### src/rtl/digpot_step_ctrl.sv
// digpot_step_ctrl: drives the shared INC and U/D lines plus a per-chip CS of
// up to NUM_CH three-wire digital potentiometers. One request produces a CS-framed
// burst of `num` INC pulses. At the end the chip either stores the wiper to NV
// memory or discards it, depending on the INC level when CS rises.
// Optional wiper tracking is built when DIGPOT_POS_TRACK_EN is defined.
module digpot_step_ctrl #(
   parameter int NUM_CH  = 2,
   parameter int STEP_W  = 7,
   parameter int HALF    = 4,
   parameter int T_SU    = 2,
   parameter int POS_MAX = 99
) (
   input  logic                                            clk_in,
   input  logic                                            reset,
   input  logic                                            start,
   input  logic [((NUM_CH > 1) ? $clog2(NUM_CH) : 1)-1:0]  ch_sel,
   input  logic [STEP_W-1:0]                               num,
   input  logic                                            up,
   input  logic                                            store,
   output logic                                            busy,
   output logic                                            done,
   output logic                                            inc_n,
   output logic                                            ud,
   output logic [NUM_CH-1:0]                               cs_n,
   output logic [STEP_W-1:0]                               pos
);

   localparam int CH_W    = (NUM_CH > 1) ? $clog2(NUM_CH) : 1;
   localparam int TMR_MAX = (T_SU > HALF) ? T_SU : HALF;
   localparam int TMR_W   = $clog2(TMR_MAX + 1);

   if (HALF < 1 || T_SU < 1 || NUM_CH < 1 || POS_MAX < 0 || POS_MAX >= (1 << STEP_W)) begin : g_bad_param
      $error("digpot_step_ctrl: illegal parameter set");
   end

   typedef enum logic [2:0] {
      IDLE,
      SETUP,
      LOW,
      HIGH,
      ENDW,
      CSUP
   } state_t;

   state_t              state_q, state_d;
   logic [TMR_W-1:0]    tmr_q, tmr_d;
   logic [STEP_W-1:0]   step_q, step_d;
   logic [STEP_W-1:0]   num_q, num_d;
   logic [CH_W-1:0]     ch_q, ch_d;
   logic                up_q, up_d;
   logic                store_q, store_d;
   logic                busy_q, busy_d;
   logic                done_q, done_d;
   logic                inc_n_q, inc_n_d;
   logic [NUM_CH-1:0]   cs_n_q, cs_n_d;
   logic                start_ok;
   logic                tmr_last;

   // Requests are only honoured while idle and for an existing chip.
   always_comb begin
      start_ok = (state_q == IDLE) && start && (32'(ch_sel) < NUM_CH);
   end

   // Flags the final cycle of the current timed phase.
   always_comb begin
      tmr_last = 1'b0;
      case (state_q)
         SETUP:          tmr_last = (tmr_q == TMR_W'(T_SU - 1));
         LOW, HIGH, ENDW: tmr_last = (tmr_q == TMR_W'(HALF - 1));
         CSUP:           tmr_last = 1'b1;
         default:        tmr_last = 1'b0;
      endcase
   end

   // Next-state, request latching and registered-output decode.
   always_comb begin
      state_d = state_q;
      tmr_d   = tmr_q + 1'b1;
      step_d  = step_q;
      num_d   = num_q;
      ch_d    = ch_q;
      up_d    = up_q;
      store_d = store_q;

      case (state_q)
         IDLE: begin
            tmr_d = '0;
            if (start_ok) begin
               state_d = SETUP;
               step_d  = '0;
               num_d   = num;
               ch_d    = ch_sel;
               up_d    = up;
               store_d = store;
            end
         end
         SETUP: begin
            if (tmr_last) begin
               tmr_d = '0;
               // A zero-step request still runs the end-wait phase so the
               // busy window length follows one formula for every num.
               state_d = (num_q != '0) ? LOW : ENDW;
            end
         end
         LOW: begin
            if (tmr_last) begin
               tmr_d   = '0;
               state_d = HIGH;
            end
         end
         HIGH: begin
            if (tmr_last) begin
               tmr_d   = '0;
               step_d  = step_q + 1'b1;
               state_d = (step_d < num_q) ? LOW : ENDW;
            end
         end
         ENDW: begin
            if (tmr_last) begin
               tmr_d   = '0;
               state_d = CSUP;
            end
         end
         CSUP: begin
            tmr_d   = '0;
            state_d = IDLE;
         end
         default: begin
            tmr_d   = '0;
            state_d = IDLE;
         end
      endcase

      // Outputs are decoded from the upcoming state so they appear registered;
      // CS stays low through CSUP and rises on return to IDLE, so the chip
      // sees INC = store at the CS rising edge.
      busy_d = (state_d != IDLE);
      done_d = (state_q == CSUP);

      case (state_d)
         LOW:        inc_n_d = 1'b0;
         ENDW, CSUP: inc_n_d = store_d;
         default:    inc_n_d = 1'b1;
      endcase

      cs_n_d = '1;
      for (int unsigned i = 0; i < NUM_CH; i++) begin
         if (busy_d && (32'(ch_d) == i)) begin
            cs_n_d[i] = 1'b0;
         end
      end
   end

   // Control and output registers with synchronous reset.
   always_ff @(posedge clk_in) begin
      if (reset) begin
         state_q <= IDLE;
         tmr_q   <= '0;
         step_q  <= '0;
         num_q   <= '0;
         ch_q    <= '0;
         up_q    <= 1'b0;
         store_q <= 1'b0;
         busy_q  <= 1'b0;
         done_q  <= 1'b0;
         inc_n_q <= 1'b1;
         cs_n_q  <= '1;
      end else begin
         state_q <= state_d;
         tmr_q   <= tmr_d;
         step_q  <= step_d;
         num_q   <= num_d;
         ch_q    <= ch_d;
         up_q    <= up_d;
         store_q <= store_d;
         busy_q  <= busy_d;
         done_q  <= done_d;
         inc_n_q <= inc_n_d;
         cs_n_q  <= cs_n_d;
      end
   end

   assign busy  = busy_q;
   assign done  = done_q;
   assign inc_n = inc_n_q;
   assign ud    = up_q;
   assign cs_n  = cs_n_q;

`ifdef DIGPOT_POS_TRACK_EN
   localparam logic [STEP_W-1:0] POS_TOP = STEP_W'(POS_MAX);

   logic [STEP_W-1:0] pos_q [NUM_CH];
   logic [STEP_W-1:0] pos_d [NUM_CH];
   logic              low_exit;

   // One wiper step is taken by the chip at the end of each INC low phase.
   always_comb begin
      low_exit = (state_q == LOW) && tmr_last;
      pos_d    = pos_q;
      for (int unsigned i = 0; i < NUM_CH; i++) begin
         if (low_exit && (32'(ch_q) == i)) begin
            if (up_q) begin
               if (pos_q[i] < POS_TOP) begin
                  pos_d[i] = pos_q[i] + 1'b1;
               end
            end else if (pos_q[i] != '0) begin
               pos_d[i] = pos_q[i] - 1'b1;
            end
         end
      end
   end

   // Per-chip tracked wiper registers.
   always_ff @(posedge clk_in) begin
      if (reset) begin
         for (int unsigned i = 0; i < NUM_CH; i++) begin
            pos_q[i] <= '0;
         end
      end else begin
         pos_q <= pos_d;
      end
   end

   // Wiper of the currently selected chip; unknown chips read as zero.
   always_comb begin
      pos = '0;
      for (int unsigned i = 0; i < NUM_CH; i++) begin
         if (32'(ch_sel) == i) begin
            pos = pos_q[i];
         end
      end
   end
`else
   assign pos = '0;
`endif

endmodule

### config.mk
export PLATFORM = sky130hd
export DESIGN_NAME = digpot_step_ctrl
export DESIGN_NICKNAME = d
export VERILOG_FILES = /design/src/rtl/digpot_step_ctrl.sv
export SDC_FILE = /design/constraint.sdc
export NUM_CORES = 1
export LEC_CHECK = 0
export BUFFER_PORTS_ARGS = -buffer_cell sky130_fd_sc_hd__buf_2
export CAP_MARGIN = 30
export CORE_ASPECT_RATIO = 2
export CORE_UTILIZATION = 54
export DETAILED_ROUTE_END_ITERATION = 16
export PLACE_DENSITY = 0.86
export SYNTH_ARGS = -nofsm -noshare
export SYNTH_HDL_FRONTEND = slang
export SYNTH_SLANG_ARGS = --single-unit
### constraint.sdc
create_clock -name clk_in -period 3.59 [get_ports clk_in]
set_clock_uncertainty 0.15 [all_clocks]
set_input_delay 0.718 -clock clk_in [delete_from_list [all_inputs] [get_ports clk_in]]
set_output_delay 0.718 -clock clk_in [all_outputs]
set_load 0.03 [all_outputs]
==> flow_metrics.py <==
metrics = {
    "drt": {
        "dr.pass1.iters": 4,
        "vias_per_cell": 5.95,
        "wl_um": 3370,
        "ant_nets": 0,
        "wl_per_cell_um": 14.9,
        "drtIter0Drc": 52,
        "drc_errors": 0,
        "vias": 1344,
    },
    "logic_synthesis": {
        "async_flop_share_pct": 0,
        "synth_edf_count": 0,
        "synthTopCellsByArea": "dfxtp_1, ha_1, nand2_1",
        "yosys.area.top_type_share_pct": 37.8,
        "ys_seq_area_share_pct": 37.8,
        "synthCells": 182,
        "yosysWarnings": 0,
        "synth_ff_type": "dfxtp_1",
        "postSynthAreaPerCell_um2": 8.14,
        "synth_seq_cells": 28,
        "synth.cell_area_um2": 1480,
        "synth_top_area_cell": "dfxtp_1",
        "synth_cell_types": 42,
    },
    "clocking": {
        "clock_latency_ps": 270,
        "h-tree-depth": 1,
        "cts_sinks": 28,
        "clockBufferDepth": 2,
        "postCtsHoldBufs": 0,
        "cts_made_buffers": 3,
        "cts_tree": "yes",
        "cts-root-buf": "clkbuf_8",
        "ctsResizeCount": 0,
        "postCtsSetupBuffers": 0,
        "path_clk_slew_ps": 90,
    },
    "power_and_ir_drop": {
        "vdd_drop_max_uv": 333,
        "switching_power_w": 0.000177,
        "p_comb_share_pct": 16.9,
        "seqPwrFrac_pct": 53.1,
        "swShare_pct": 27.8,
        "power_frac_clock_pct": 30.0,
        "internal_power_w": 0.000460,
        "power.leakage_nw": 0.679,
        "powerDensity_nw_per_um2": 396,
    },
    "die": {
        "die_w_um": 39.0,
        "start_util_pct": 57.6,
        "die-area_um2": 2970,
        "coreArea_um2": 2570,
        "fp.dieH_um": 76.1,
        "pin_count": 26,
        "rows": 26,
    },
    "place": {
        "port_buffers": 18,
        "routabilityCongestion": 0.817,
        "placed_cell_area_um2": 1560,
        "dp_hpwl_um": 2650,
        "dpl.cell_count": 222,
    },
    "sta": {
        "worstMarginPinSlew_ps": 509,
        "setup_tns_ps": 0,
        "maxSlewHeadroom_pct": 66.0,
        "rsz0062_at_grt": "no",
        "fin_crit_ps": 3320,
        "slew_viol_final": 0,
        "period_share_pct": 92.4,
        "fmax_mhz": 301,
        "finalHoldViolCount": 0,
        "setup_viol": 0,
    },
    "setup_path": {
        "worstPathArrival_ps": 3330,
        "crit_path_end_kind": "flop",
        "cp_max_fo": 5,
        "crit_required_ps": 3600,
        "worstSetupPathType": "flop to flop",
        "cp-start-kind": "flop",
    },
    "cells_and_area": {
        "fillers": 235,
        "num_antenna_cells": 0,
        "area_growth_pct": 8.70,
        "stdcell_area_um2": 1610,
        "fin_nets": 220,
        "final_layout_size_suffix_gt1_share_pct": 11.1,
        "final_cells": 226,
        "final_common_cell": "dfxtp_1",
        "mostFrequentLayoutCells": "dfxtp_1, nand2_1, nor2_1, buf_2, a21oi_1",
    },
    "global_routing": {
        "grt_pass1_wl_um": 5600,
        "antenna_found_initial": 0,
        "use_met1_pct": 26.1,
        "busiest_layer": "met2",
        "grt_use_met2_pct": 45.0,
        "grt_max_degree": 24,
        "grt.total_usage_pct": 25.5,
        "gr-usage-met3_pct": 3.50,
        "grt_overflow": 0,
        "grt_pass1_vias": 1321,
    },
    "job": {
        "maxCapViolCount": 0,
    },
    "min_path": {
        "min_path_type": "flop to flop",
    },
    "status": {
        "outcome": "finished clean",
    },
}
-- Yosys cell counts, types with 3 or more instances --
cell,count
a21oi_1,15
buf_4,7
clkbuf_1,3
dfxtp_1,28
ha_1,8
inv_1,11
mux2i_1,3
nand2_1,23
nand3_1,4
nand3b_1,4
nor2_1,20
nor2b_1,4
nor3_1,3
o211ai_1,5
o21ai_0,7
xnor2_1,3
xor2_1,3
-- registers in the layout, summed over array words and instances, names as in the netlist, 2 cells and up --
register  count
state_q       3
tmr_q         3
cs_n          2
step_q        7
num_q         7
-- worst max-delay path, cell delays in order (launching register included) --
cell	delay (ps)
dfxtp_1	400
ha_1	260
nand3_1	170
nor2_1	160
xor2_1	230
ha_1	300
and2_1	210
a221o_1	330
a41o_1	240
a311o_1	410
o32a_1	340
-- layout make-up --
cell class	count	area [um^2]	share of cell area [%]
Sequential cell	28	561	34.8
Inverter	11	41.3	2.56
Tap cell	28	35.0	2.18
Multi-Input combinational cell	137	828	51.4
Timing Repair Buffer	18	90.1	5.59
Clock buffer	4	55.1	3.42
-- logic make-up after synthesis --
kind of cell,Yosys count,synth area share (%)
multiplexers,3,2.03
buffers and inverters,23,7.77
other,1,0.253
adder cells (fa/ha/maj),8,6.76
flip-flops,28,37.8
XOR/XNOR,6,3.55
AO/OA/AOI/OAI,44,19.8
AND/OR/NAND/NOR,69,22.0
-- final timing paths --
check / slack [ps] / cells after the start / endpoint / from
worst max-delay path: 270 / 10 / inc_n / step_q[0]
worst min-delay path: 320 / 2 / ud / ud
worst max register to register: 270 / 10 / inc_n / step_q[0]
worst min register to register: 320 / 2 / ud / ud
-- per-layer routing --
metal | wire length [um] | part of all wire [%]
met1 | 1190 | 35
met2 | 1910 | 57
met3 | 100 | 3.0
met4 | 172 | 5.1
met5 | 0 | 0
-- power by group through the flow --
stage / sequential [W] / clock, W / combinational, W
floorplan: 0.000348 / 0 / 0.0000805
finish: 0.000338 / 0.000191 / 0.000108
global placement: 0.000344 / 0 / 0.000101
detailed placement: 0.000345 / 0 / 0.000106
CTS: 0.000338 / 0.000192 / 0.000108
global route: 0.000341 / 0.000207 / 0.000118
-- through the flow --
stage	hold slack (ps)	power [W]	setup WS [ps]	utilization, %
after global routing	361	0.000665	129	62.7
final	320	0.000637	271	62.7
after global placement	290	0.000445	523	60.5
after CTS	323	0.000637	299	62.7
after floorplan	294	0.000429	635	-
after detailed placement	310	0.000452	349	60.5
Power figures use the tool's default switching activity.
